==> config.mk <==
export PLATFORM = sky130hd
export DESIGN_NAME = moore_step_seq_flat
export DESIGN_NICKNAME = d
export VERILOG_FILES = /design/src/rtl/moore_step_seq_pkg.sv /design/src/rtl/moore_step_seq_if.sv /design/src/rtl/moore_step_seq_dwell.sv /design/src/rtl/moore_step_seq.sv /design/src/flat_wrapper.sv
export SDC_FILE = /design/constraint.sdc
export NUM_CORES = 1
export LEC_CHECK = 0
export CAP_MARGIN = 20
export CORE_AREA = 3 3 40 42
export DETAILED_ROUTE_END_ITERATION = 16
export DIE_AREA = 0 0 43 45
export SLEW_MARGIN = 10
export SYNTH_ARGS = -nofsm -noshare
export SYNTH_HDL_FRONTEND = slang
export SYNTH_SLANG_ARGS = --single-unit
==> constraint.sdc <==
create_clock -name clk -period 4.8 [get_ports clk]
set_clock_uncertainty 0.15 [all_clocks]
set_input_delay 0.72 -clock clk [delete_from_list [all_inputs] [get_ports clk]]
set_output_delay 0.72 -clock clk [all_outputs]
set_load 0.02 [all_outputs]
==> src/rtl/moore_step_seq_pkg.sv <==
// Shared command encodings and helper functions for the moore_step_seq stepper.
package moore_step_seq_pkg;

    localparam int unsigned CMD_W  = 2;
    localparam int unsigned GRAY_W = 8;

    typedef enum logic [CMD_W-1:0] {
        CMD_HOLD = 2'b00,
        CMD_BACK = 2'b01,
        CMD_FWD  = 2'b10
    } cmd_e;

    function automatic int unsigned clog2(input int unsigned value);
        int unsigned res;
        res = 0;
        while ((64'd1 << res) < 64'(value)) begin
            res++;
        end
        return res;
    endfunction

    // Both or neither command asserted collapses to HOLD.
    function automatic cmd_e cmd_decode(input logic fwd, input logic back);
        case ({fwd, back})
            2'b10:   return CMD_FWD;
            2'b01:   return CMD_BACK;
            default: return CMD_HOLD;
        endcase
    endfunction

    function automatic logic [GRAY_W-1:0] bin2gray(input logic [GRAY_W-1:0] bin);
        return bin ^ (bin >> 1);
    endfunction

endpackage

==> src/rtl/moore_step_seq_if.sv <==
// Command inputs and encoded state outputs of the moore_step_seq stepper.
interface moore_step_seq_if #(
    parameter int unsigned OUT_W = 2
);
    logic             inA;
    logic             inB;
    logic [OUT_W-1:0] out_state;
    logic             at_first;
    logic             at_last;
    logic             step_pulse;

    modport master (
        output inA, inB,
        input  out_state, at_first, at_last, step_pulse
    );

    modport slave (
        input  inA, inB,
        output out_state, at_first, at_last, step_pulse
    );
endinterface

==> src/rtl/moore_step_seq_dwell.sv <==
// Command dwell qualifier: turns held commands into one-cycle step strobes.
// MOORE_SEQ_EDGE_EN: one step per command press instead of auto-repeat.
module moore_step_seq_dwell
    import moore_step_seq_pkg::*;
#(
    parameter int unsigned DWELL = 1
) (
    input  logic clk,
    input  logic reset,
    input  cmd_e cmd,
    output logic step_fwd_c,
    output logic step_back_c
);

    localparam int unsigned      RUN_W    = clog2(DWELL + 1);
    localparam logic [RUN_W-1:0] RUN_DONE = RUN_W'(DWELL);

    cmd_e             last_cmd_q, last_cmd_d;
    logic [RUN_W-1:0] run_q, run_d, run_upd;
    logic             locked, step;
`ifdef MOORE_SEQ_EDGE_EN
    logic             lock_q, lock_d;
`endif

    // Run length of the current command; a step consumes the run.
    always_comb begin
        last_cmd_d = cmd;
        run_upd    = '0;
        locked     = 1'b0;
`ifdef MOORE_SEQ_EDGE_EN
        lock_d     = 1'b0;
        locked     = lock_q && (cmd == last_cmd_q);
`endif
        if (cmd == CMD_HOLD) begin
            run_upd = '0;
        end else if (cmd == last_cmd_q) begin
            run_upd = run_q + RUN_W'(1);
        end else begin
            run_upd = RUN_W'(1);
        end
        step  = (cmd != CMD_HOLD) && !locked && (run_upd == RUN_DONE);
        run_d = (step || locked) ? '0 : run_upd;
`ifdef MOORE_SEQ_EDGE_EN
        lock_d = step || locked;
`endif
        step_fwd_c  = step && (cmd == CMD_FWD);
        step_back_c = step && (cmd == CMD_BACK);
    end

    always_ff @(posedge clk) begin
        if (!reset) begin
            last_cmd_q <= CMD_HOLD;
            run_q      <= '0;
`ifdef MOORE_SEQ_EDGE_EN
            lock_q     <= 1'b0;
`endif
        end else begin
            last_cmd_q <= last_cmd_d;
            run_q      <= run_d;
`ifdef MOORE_SEQ_EDGE_EN
            lock_q     <= lock_d;
`endif
        end
    end

endmodule

==> src/rtl/moore_step_seq.sv <==
// N-state Moore sequencer: inA steps forward, inB steps back after a dwell.
// MOORE_SEQ_EDGE_EN (in the dwell sub-module) selects one step per press.
module moore_step_seq
    import moore_step_seq_pkg::*;
#(
    parameter int unsigned N_STATES = 4,
    parameter int unsigned OUT_W    = 2,
    parameter int unsigned DWELL    = 1,
    parameter int unsigned WRAP     = 1,
    parameter int unsigned GRAY     = 0
) (
    input  logic              clk,
    input  logic              reset,
    moore_step_seq_if.slave   bus
);

    localparam int unsigned      IDX_W    = clog2(N_STATES);
    localparam logic [IDX_W-1:0] IDX_LAST = IDX_W'(N_STATES - 1);

    cmd_e             cmd;
    logic             step_fwd_c, step_back_c;
    logic [IDX_W-1:0] idx_q, idx_d;
    logic [OUT_W-1:0] out_state_q, out_state_d;
    logic             at_first_q, at_first_d;
    logic             at_last_q, at_last_d;
    logic             step_pulse_q, step_pulse_d;

    assign cmd = cmd_decode(bus.inA, bus.inB);

    moore_step_seq_dwell #(
        .DWELL (DWELL)
    ) u_dwell (
        .clk         (clk),
        .reset       (reset),
        .cmd         (cmd),
        .step_fwd_c  (step_fwd_c),
        .step_back_c (step_back_c)
    );

    // Wrap/saturate next state; outputs are encoded from idx_d so they land with idx_q.
    always_comb begin
        idx_d = idx_q;
        if (32'(idx_q) >= N_STATES) begin
            idx_d = '0;
        end else if (step_fwd_c) begin
            if (idx_q != IDX_LAST) begin
                idx_d = idx_q + IDX_W'(1);
            end else if (WRAP != 0) begin
                idx_d = '0;
            end
        end else if (step_back_c) begin
            if (idx_q != '0) begin
                idx_d = idx_q - IDX_W'(1);
            end else if (WRAP != 0) begin
                idx_d = IDX_LAST;
            end
        end
        // Recovery from an illegal code is not a step.
        step_pulse_d = (32'(idx_q) < N_STATES) && (idx_d != idx_q);
        out_state_d  = (GRAY != 0) ? OUT_W'(bin2gray(GRAY_W'(idx_d))) : OUT_W'(idx_d);
        at_first_d   = (idx_d == '0);
        at_last_d    = (idx_d == IDX_LAST);
    end

    always_ff @(posedge clk) begin
        if (!reset) begin
            idx_q        <= '0;
            out_state_q  <= '0;
            at_first_q   <= 1'b1;
            at_last_q    <= 1'b0;
            step_pulse_q <= 1'b0;
        end else begin
            idx_q        <= idx_d;
            out_state_q  <= out_state_d;
            at_first_q   <= at_first_d;
            at_last_q    <= at_last_d;
            step_pulse_q <= step_pulse_d;
        end
    end

    assign bus.out_state  = out_state_q;
    assign bus.at_first   = at_first_q;
    assign bus.at_last    = at_last_q;
    assign bus.step_pulse = step_pulse_q;

endmodule

==> src/flat_wrapper.sv <==
// flat-port wrapper written by rule: the top's interface ports become plain ports
module moore_step_seq_flat import moore_step_seq_pkg::*;
#(
    parameter int unsigned N_STATES = 4,
    parameter int unsigned OUT_W    = 2,
    parameter int unsigned DWELL    = 1,
    parameter int unsigned WRAP     = 1,
    parameter int unsigned GRAY     = 0
)
  (clk, reset, bus_inA, bus_inB, bus_out_state, bus_at_first, bus_at_last, bus_step_pulse);
  moore_step_seq_if #(.OUT_W(OUT_W)) bus_i ();
  input  logic clk;
  input  logic reset;
  input wire logic [$bits(bus_i.inA)-1:0] bus_inA;
  input wire logic [$bits(bus_i.inB)-1:0] bus_inB;
  output wire logic [$bits(bus_i.out_state)-1:0] bus_out_state;
  output wire logic [$bits(bus_i.at_first)-1:0] bus_at_first;
  output wire logic [$bits(bus_i.at_last)-1:0] bus_at_last;
  output wire logic [$bits(bus_i.step_pulse)-1:0] bus_step_pulse;
  assign bus_i.inA = bus_inA;
  assign bus_i.inB = bus_inB;
  assign bus_out_state = bus_i.out_state;
  assign bus_at_first = bus_i.at_first;
  assign bus_at_last = bus_i.at_last;
  assign bus_step_pulse = bus_i.step_pulse;
  moore_step_seq #(.N_STATES(N_STATES), .OUT_W(OUT_W), .DWELL(DWELL), .WRAP(WRAP), .GRAY(GRAY)) u_core (.clk(clk), .reset(reset), .bus(bus_i));
endmodule
==> results of run 1 <==
==> state kept, by name, summed over array words and instances, names as in the netlist <==
name                       flops
u_core.u_dwell.last_cmd_q      2
u_core.bus.at_first            1
u_core.u_dwell.run_q           1
u_core.idx_q                   2
u_core.bus.at_last             1
u_core.bus.step_pulse          1
==> layout make-up <==
| class | instances | share of cell area |
|---|---|---|
| Multi-Input combinational cell | 42 | 0.513 |
| Sequential cell | 8 | 0.250 |
| Timing Repair Buffer | 8 | 0.125 |
| Inverter | 8 | 0.0470 |
| Clock buffer | 3 | 0.0352 |
| Tap cell | 15 | 0.0294 |
==> logic make-up after synthesis <==
family                   after synthesis  share of synthesized area
other                                  1                    0.00724
AND/OR/NAND/NOR                       15                      0.167
XOR/XNOR                               3                     0.0507
flip-flops                             8                      0.309
AO/OA/AOI/OAI                         17                      0.263
adder cells (fa/ha/maj)                6                      0.145
buffers and inverters                  8                     0.0580
==> power by group through the flow <==
stage          sequential (mW)  clock [mW]  combinational, mW
2_1_floorplan           0.0801           0             0.0298
3_3_place_gp            0.0767           0             0.0495
3_5_place_dp            0.0767           0             0.0496
4_1_cts                 0.0753      0.0526             0.0498
5_1_grt                 0.0759      0.0569             0.0546
6_report                0.0753      0.0502             0.0497
==> per-layer routing <==
layer	up-vias	global-route usage	routed length [um]
li1	238	-	-
met1	214	0.133	468
met2	10	0.177	463
met3	0	0.0717	57
met4	0	0.0361	0
met5	-	0	0
==> Yosys cell counts, types with 2 or more instances <==
cell / n
dfxtp_1: 8
nand3_1: 2
nand4_1: 2
o21ai_0: 2
nor3_1: 2
a21oi_1: 2
inv_1: 7
or3_1: 2
nand2b_1: 2
xnor2_1: 2
ha_1: 6
==> worst max-delay path, stage by stage <==
cell and delay, ps:
clkdlybuf4s50_1 500, inv_1 70, ha_1 210, xnor2_1 330, and3_2 300, o31ai_2 100, a2111oi_2 350
==> final timing paths <==
kind	from	endpoint	slack, ps
max	bus_inB	u_core.bus.at_last$_SDFF_PN0_	2230
max reg2reg	u_core.idx_q[1]$_SDFF_PN0_	u_core.bus.step_pulse$_SDFF_PN0_	2890
min	u_core.idx_q[0]$_SDFF_PN0_	u_core.bus.at_last$_SDFF_PN0_	490
min reg2reg	u_core.idx_q[0]$_SDFF_PN0_	u_core.bus.at_last$_SDFF_PN0_	490
==> reports/metrics.csv, run 1 <==
stage,metric,value,unit
route,wl,990,um
synthesis,synth-edff-count,0,
placed_design,dpl_worst_slack,1980,ps
global_route,grt_pass1_vias,404,
route,via_count,462,
die,die_y,45,um
synthesis,syn_area,518,um2
synthesis,synthFlopType,dfxtp_1,
clock_tree,cts_tree,yes,
synthesis,synthTopCellsByArea,"dfxtp_1, ha_1, inv_1",
synthesis,synth_area_leader_cell,dfxtp_1,
power_and_ir_drop,power,0.175,mW
timing,fmax,389,MHz
die,die-area,1940,um2
global_route,grtUsageTotal,0.115,
power_and_ir_drop,power_leakage,0.263,nW
layout,num_antenna_cells,0,
layout,drive_gt1_frac,0.116,
critical_path,worstSetupEndpointType,flip-flop,
timing,setup_tns,0,ps
synthesis,async_flop_share,0,
critical_path,crit_arrival,2570,ps
power_and_ir_drop,netSwitchingFraction,0.304,
power_and_ir_drop,p_comb_frac,0.284,
synthesis,yosysUniqueCellTypes,32,
power_and_ir_drop,p_seq_frac,0.430,
status,status,"finished, final reports clean",
global_route,grt_pass1_wl,1630,um
timing,setup_viol,0,
layout,syn2layout_area_growth,23.4,%
clock_tree,postCtsSetupBuffers,0,
critical_path,crit_type,primary input to flip-flop,
worst_hold_path,min_path_cells,2,
placed_design,hpwl,779,um
synthesis,syn_area_per_cell,8.93,um2
placed_design,postPlaceCellArea,617,um2
route,drtIter0Drc,7,
clock_tree,cts_root_buf,clkbuf_4,
die,die_w,43,um
clock_tree,clock_latency,250,ps
power_and_ir_drop,p_int,0.122,mW
die,initial_core_util,0.403,
timing,finalMaxSlewViolations,0,
clock_tree,htree_levels,1,
layout,layout.nets,81,
global_route,grt_max_degree,9,
route,drc,0,
critical_path,critPathMaxFanout,5,
die,core,1280,um2
synthesis,ys_warn_count,0,
layout,final_area,639,um2
layout,regArea,160,um2
flow_run,cap_violations,0,
clock_tree,cts_sinks,8,
clock_tree,hold_buffers,0,
placed_design,place.gp.congestion,0.834,
power_and_ir_drop,clockPowerShare,0.286,
timing,rsz0062_at_grt,false,
clock_tree,clock_path_buffers,2,
layout,utilization,0.498,
worst_hold_path,min_path_type,flip-flop to flip-flop,
route,post_drt_wl_per_cell,11.8,um
synthesis,seq_area_frac_synth,0.309,
layout,final_cell_mix,"clkdlybuf4s50_1, dfxtp_1, inv_1",
layout,nFillCells,135,
clock_tree,ctsResizeCount,0,
timing,worst_slack,2230,ps
power_and_ir_drop,ir_drop,154,uV
timing,hold_viol,0,
global_route,grt_remaining_overflow,0,
route,vias_per_cell,5.50,
power_and_ir_drop,p_switching,0.0533,mW
power_and_ir_drop,power.density,274,nW/um2
route,postRouteAntennaNets,0,
critical_path,cp.required,4800,ps
critical_path,rr_worst_depth,6,
global_route,antenna_found_initial,0,
critical_path,start_kind,primary input,
timing,holdWs,489,ps
synthesis,yosysTopAreaCellShare,0.309,
timing,period_minus_slack,2570,ps
clock_tree,path_clk_slew,50,ps
layout,multi_input_area,328,um2
placed_design,place_inst,81,
die,fp-row-count,13,
layout,final_cells,84,
timing,period_share,0.536,
synthesis,synthCells,58,
synthesis,syn_nets,68,
die,io_pins,9,
synthesis,synth-seq-cells,8,
clock_tree,cts_inserted_buffers,3,
route,firstDrtPassIters,4,
placed_design,numPortBuffers,8,
Note: power is estimated with default switching activity, not from simulation.
==> run 2, diff against run 1 <==
==> constraint.sdc (replaced) <==
create_clock -name clk -period 2.6 [get_ports clk]
set_clock_uncertainty 0.15 [all_clocks]
set_input_delay 0.39 -clock clk [delete_from_list [all_inputs] [get_ports clk]]
set_output_delay 0.39 -clock clk [all_outputs]
set_load 0.02 [all_outputs]
==> run 2 against run 1 <==
Hold slack lost 4.2 ps. Combinational power grew 85%. Clock power grew 83%. Final cell count is the same. First-iteration DRC count is the same. Largest power group unchanged. Sequential share of layout area is the same. Highest routed layer unchanged. Core utilization is the same. Setup slack lost 1900 ps. Critical path type unchanged. Power grew 84%.
==> reports/metrics.csv, run 2 (synthesis results as in run 1) <==
stage,metric,value,unit,change
critical_path,crit_type,primary input to flip-flop,,
power_and_ir_drop,p_int,0.225,mW,+85%
timing,finalMaxSlewViolations,0,,unchanged
power_and_ir_drop,netSwitchingFraction,0.303,,-0.00116
placed_design,hpwl,818,um,+5.0%
critical_path,crit_chain,clkdlybuf4s50_1 > inv_1 > ha_1 > xnor2_1 > and3_2 > o31ai_2 > a2111oi_2,,
global_route,grt_max_degree,9,,unchanged
global_route,grt_remaining_overflow,0,,unchanged
timing,period_share,0.871,,
global_route,grt_pass1_vias,429,,+6.2%
timing,worst_slack,335,ps,-1890 ps
placed_design,dpl_worst_slack,67.9,ps,-1910 ps
global_route,grtUsageTotal,0.122,,+0.00667
die,io_pins,9,,unchanged
clock_tree,cts_tree,yes,,
power_and_ir_drop,power.density,505,nW/um2,+84%
clock_tree,htree_levels,1,,unchanged
flow_run,cap_violations,0,,unchanged
power_and_ir_drop,ir_drop,371,uV,+140%
route,wl,1020,um,+3.4%
status,status,"finished, final reports clean",,
route,drc,0,,unchanged
critical_path,cpMaxStageDelayCell,clkdlybuf4s50_1,,
timing,setup_viol,0,,unchanged
layout,syn2layout_area_growth,23.4,%,unchanged
route,firstDrtPassIters,4,,unchanged
timing,rsz0062_at_grt,false,,
die,fp-row-count,13,,unchanged
worst_hold_path,min_path_type,flip-flop to flip-flop,,
die,die-area,1940,um2,unchanged
route,postRouteAntennaNets,0,,unchanged
power_and_ir_drop,p_seq_frac,0.430,,about the same
die,die_y,45,um,unchanged
layout,layout.nets,81,,unchanged
timing,fmax,442,MHz,
critical_path,crit_arrival,2270,ps,-300 ps
critical_path,critPathMaxFanout,5,,unchanged
layout,num_antenna_cells,0,,unchanged
global_route,antenna_found_initial,0,,unchanged
clock_tree,path_clk_slew,50,ps,about the same
critical_path,critPathMaxStageDelay,510,ps,about the same
global_route,grt_pass1_wl,1730,um,+6.0%
clock_tree,clock_latency,250,ps,about the same
power_and_ir_drop,power_leakage,0.263,nW,unchanged
layout,largest_registers,"u_core.idx_q: 2 flops, u_core.u_dwell.last_cmd_q: 2 flops",,
clock_tree,ctsResizeCount,0,,unchanged
layout,final_cell_mix,"clkdlybuf4s50_1, dfxtp_1, inv_1",,
clock_tree,postCtsSetupBuffers,0,,unchanged
placed_design,numPortBuffers,8,,unchanged
clock_tree,hold_buffers,0,,unchanged
timing,setup_tns,0,ps,unchanged
route,vias_per_cell,5.36,,-2.6%
die,core,1280,um2,unchanged
clock_tree,clock_path_buffers,2,,unchanged
critical_path,cp.required,2600,ps,-2200 ps
layout,nFillCells,145,,+7.4%
clock_tree,cts_root_buf,clkbuf_4,,
timing,period_minus_slack,2260,ps,
route,post_drt_wl_per_cell,12.2,um,+3.4%
power_and_ir_drop,p_switching,0.0978,mW,+84%
clock_tree,cts_inserted_buffers,3,,unchanged
clock_tree,cts_sinks,8,,unchanged
route,via_count,450,,-2.6%
power_and_ir_drop,clockPowerShare,0.285,,about the same
placed_design,place.gp.congestion,0.816,,-2.2%
route,drtIter0Drc,7,,unchanged
die,initial_core_util,0.403,,unchanged
die,die_w,43,um,unchanged
layout,drive_gt1_frac,0.116,,unchanged
power_and_ir_drop,p_comb_frac,0.285,,about the same
timing,hold_viol,0,,unchanged
critical_path,start_kind,primary input,,
critical_path,worstSetupEndpointType,flip-flop,,
-- run 2: cell counts in the layout (fill, tap and decap cells not counted) --
No cell type changed its count.
-- run 2: power by group through the flow --
stage	Combinational [mW]	Sequential [mW]	Clock [mW]
2_1_floorplan	0.0550	0.148	0
3_3_place_gp	0.0915	0.142	0
3_5_place_dp	0.0918	0.142	0
4_1_cts	0.0924	0.139	0.0963
5_1_grt	0.102	0.141	0.106
6_report	0.0919	0.139	0.0920
-- run 2: final timing paths --
kind | start | endpoint | slack, ps | cells after the start
max | bus_inB | u_core.bus.at_last$_SDFF_PN0_ | 340 | 7
min | u_core.idx_q[0]$_SDFF_PN0_ | u_core.bus.at_last$_SDFF_PN0_ | 480 | 2
max reg2reg | u_core.idx_q[1]$_SDFF_PN0_ | u_core.bus.step_pulse$_SDFF_PN0_ | 670 | 6
min reg2reg | u_core.idx_q[0]$_SDFF_PN0_ | u_core.bus.at_last$_SDFF_PN0_ | 480 | 2
-- run 2: metal layers --
layer / vias up / global-route usage / wire length (um) / share of wire
met5: - / 0 / 0 / 0
met4: 0 / 0.0181 / 0 / 0
met3: 0 / 0.0717 / 57 / 0.056
met2: 12 / 0.204 / 505 / 0.49
met1: 202 / 0.138 / 461 / 0.45
li1: 236 / - / - / -
-- run 2: cell type report --
class | instances | area [um2] | area share
tap | 15 | 18.8 | 0.0294
sequential | 8 | 160 | 0.250
inverter | 8 | 30.0 | 0.0470
clock buffer | 3 | 22.5 | 0.0352
timing repair buffer | 8 | 80.1 | 0.125
multi-input combinational | 42 | 328 | 0.513
-- run 2: through the flow --
stage	total power [mW]	util	hold slack [ps]	cell area, um2	instances
after floorplan	0.203	-	367	518	58
after global placement	0.233	0.480	474	617	81
after detailed placement	0.234	0.480	481	617	81
after CTS	0.328	0.498	488	639	84
after global routing	0.348	0.498	533	639	84
final	0.323	0.498	485	639	84
-- run 2: worst max-delay path: cells and delay by family --
family / cells / cell delay [ps]
AO/OA/AOI/OAI: 2 / 450
adder cells (fa/ha/maj): 1 / 230
AND/OR/NAND/NOR: 1 / 290
buffers and inverters: 2 / 580
XOR/XNOR: 1 / 330
==> run 3, diff against run 2 <==
--- a/config.mk
+++ b/config.mk
@@ -9,7 +9,8 @@
 export CORE_AREA = 3 3 40 42
 export DETAILED_ROUTE_END_ITERATION = 16
 export DIE_AREA = 0 0 43 45
-export SLEW_MARGIN = 10
+export PLACE_DENSITY = 0.71
+export SKIP_CTS_REPAIR_TIMING = 1
 export SYNTH_ARGS = -nofsm -noshare
 export SYNTH_HDL_FRONTEND = slang
 export SYNTH_SLANG_ARGS = --single-unit
==> run 3 against run 2 <==
Flip-flop and latch count did not move. Highest routed layer unchanged. Critical endpoint unchanged. Power shrank 0.31%. Sequential power hardly changed.
==> reports/metrics.csv, run 3 (synthesis results as in run 1) <==
stage,metric,value,unit,change
status,status,"finished, final reports clean",,
layout,num_antenna_cells,0,,unchanged
critical_path,rr_worst_depth,6,,unchanged
die,fp-row-count,13,,unchanged
global_route,grtUsageTotal,0.116,,-0.00574
layout,drive_gt1_frac,0.116,,unchanged
layout,layout.nets,81,,unchanged
timing,setup_viol,0,,unchanged
timing,setup_tns,0,ps,unchanged
critical_path,worstSetupEndpointType,flip-flop,,
flow_run,cap_violations,0,,unchanged
layout,syn2layout_area_growth,23.4,%,unchanged
clock_tree,cts_tree,yes,,
clock_tree,cts_sinks,8,,unchanged
critical_path,crit_arrival,2220,ps,-50 ps
route,vias_per_cell,5.29,,-1.3%
global_route,busiest_layer,met2,,
timing,finalMaxSlewViolations,0,,unchanged
timing,hold_viol,0,,unchanged
route,via_count,444,,-1.3%
timing,rsz0062_at_grt,false,,
die,die_y,45,um,unchanged
critical_path,critPathMaxFanout,5,,unchanged
clock_tree,path_clk_slew,50,ps,about the same
global_route,globalRouteMet2Util,0.201,,-0.00299
layout,final_cell_mix,"clkdlybuf4s50_1, dfxtp_1, inv_1",,
global_route,grt_use_met1,0.116,,-0.0215
placed_design,postPlaceCellArea,617,um2,unchanged
global_route,grt_max_degree,9,,unchanged
global_route,grt_use_met3,0.0717,,unchanged
power_and_ir_drop,power.density,504,nW/um2,-0.31%
critical_path,crit_type,primary input to flip-flop,,
placed_design,place_inst,81,,unchanged
die,initial_core_util,0.403,,unchanged
global_route,antenna_found_initial,0,,unchanged
global_route,grt_pass1_wl,1590,um,-8.0%
worst_hold_path,hold_start,u_core.idx_q[0]$_SDFF_PN0_,,
clock_tree,cts_root_buf,clkbuf_4,,
die,die-area,1940,um2,unchanged
worst_hold_path,min_path_cells,2,,unchanged
route,postRouteAntennaNets,0,,unchanged
placed_design,place.gp.congestion,0.795,,-2.6%
route,post_drt_wl_per_cell,11.4,um,-6.5%
critical_path,regToRegEndpoint,u_core.bus.at_last$_SDFF_PN0_,,
clock_tree,clock_path_buffers,2,,unchanged
critical_path,start_kind,primary input,,
layout,largest_registers,"u_core.idx_q: 2 flops, u_core.u_dwell.last_cmd_q: 2 flops",,
route,drc,0,,unchanged
critical_path,cp.required,2600,ps,about the same
global_route,grt_pass1_vias,408,,-4.9%
placed_design,dpl_worst_slack,113,ps,+45.4 ps
power_and_ir_drop,ir_drop,317,uV,-15%
placed_design,numPortBuffers,8,,unchanged
clock_tree,htree_levels,1,,unchanged
placed_design,hpwl,769,um,-6.1%
layout,final_cells,84,,unchanged
die,die_w,43,um,unchanged
timing,period_minus_slack,2220,ps,-40.1 ps
route,wl,957,um,-6.5%
global_route,grt_remaining_overflow,0,,unchanged
layout,nFillCells,124,,-14%
clock_tree,cts_inserted_buffers,3,,unchanged
die,io_pins,9,,unchanged
timing,fmax,450,MHz,+1.8%
route,drtIter0Drc,5,,-2
route,firstDrtPassIters,2,,-2
timing,period_share,0.856,,-0.0154
power_and_ir_drop,power_leakage,0.263,nW,unchanged
layout,final_area,639,um2,unchanged
clock_tree,clock_latency,250,ps,about the same
critical_path,r2r_slack,710,ps,+40 ps
worst_hold_path,hold_path_end,u_core.bus.at_last$_SDFF_PN0_,,
die,core,1280,um2,unchanged
power_and_ir_drop,power,0.322,mW,-0.31%
timing,worst_slack,376,ps,+40.1 ps
worst_hold_path,min_path_type,flip-flop to flip-flop,,
critical_path,rr_startpoint,u_core.idx_q[1]$_SDFF_PN0_,,
==> run 3: metrics by stage <==
| step | hold slack, ps | utilization |
|---|---|---|
| floorplan | 367 | - |
| global placement | 466 | 0.480 |
| detailed placement | 480 | 0.480 |
| CTS | 490 | 0.498 |
| global route | 517 | 0.498 |
| finish | 480 | 0.498 |
==> run 3: per-layer routing <==
layer  vias to the layer above  part of all wire
met4                         0                 0
li1                        236                 -
met5                         -                 0
met3                         0             0.060
met1                       198              0.43
met2                        10              0.51
==> run 3: how the worst max path moves through the flow <==
stage	cells after the start	slack, ps	end	from
floorplan	6	740	u_core.bus.at_last$_SDFF_PN0_	bus_inB
global placement	7	130	u_core.bus.at_last$_SDFF_PN0_	bus_inB
detailed placement	7	110	u_core.bus.at_last$_SDFF_PN0_	bus_inB
CTS	7	380	u_core.bus.at_last$_SDFF_PN0_	bus_inB
global route	7	180	u_core.bus.at_last$_SDFF_PN0_	bus_inA
finish	7	380	u_core.bus.at_last$_SDFF_PN0_	bus_inB
==> run 3: layout make-up <==
| class | count | area (um2) | share of cell area |
|---|---|---|---|
| Timing Repair Buffer | 8 | 80.1 | 0.125 |
| Multi-Input combinational cell | 42 | 328 | 0.513 |
| Clock buffer | 3 | 22.5 | 0.0352 |
| Sequential cell | 8 | 160 | 0.250 |
| Tap cell | 15 | 18.8 | 0.0294 |
| Inverter | 8 | 30.0 | 0.0470 |
==> run 3: critical path, stage by stage <==
cell and delay [ps]:
clkdlybuf4s50_1 500, inv_1 70, ha_1 210, xnor2_1 320, and3_2 290, o31ai_2 90, a2111oi_2 350
==> run 3: where the power goes <==
part           total (mW)  switching [mW]  internal [mW]
combinational      0.0908          0.0495         0.0413
clock              0.0924          0.0397         0.0526
sequential          0.139         0.00769          0.131
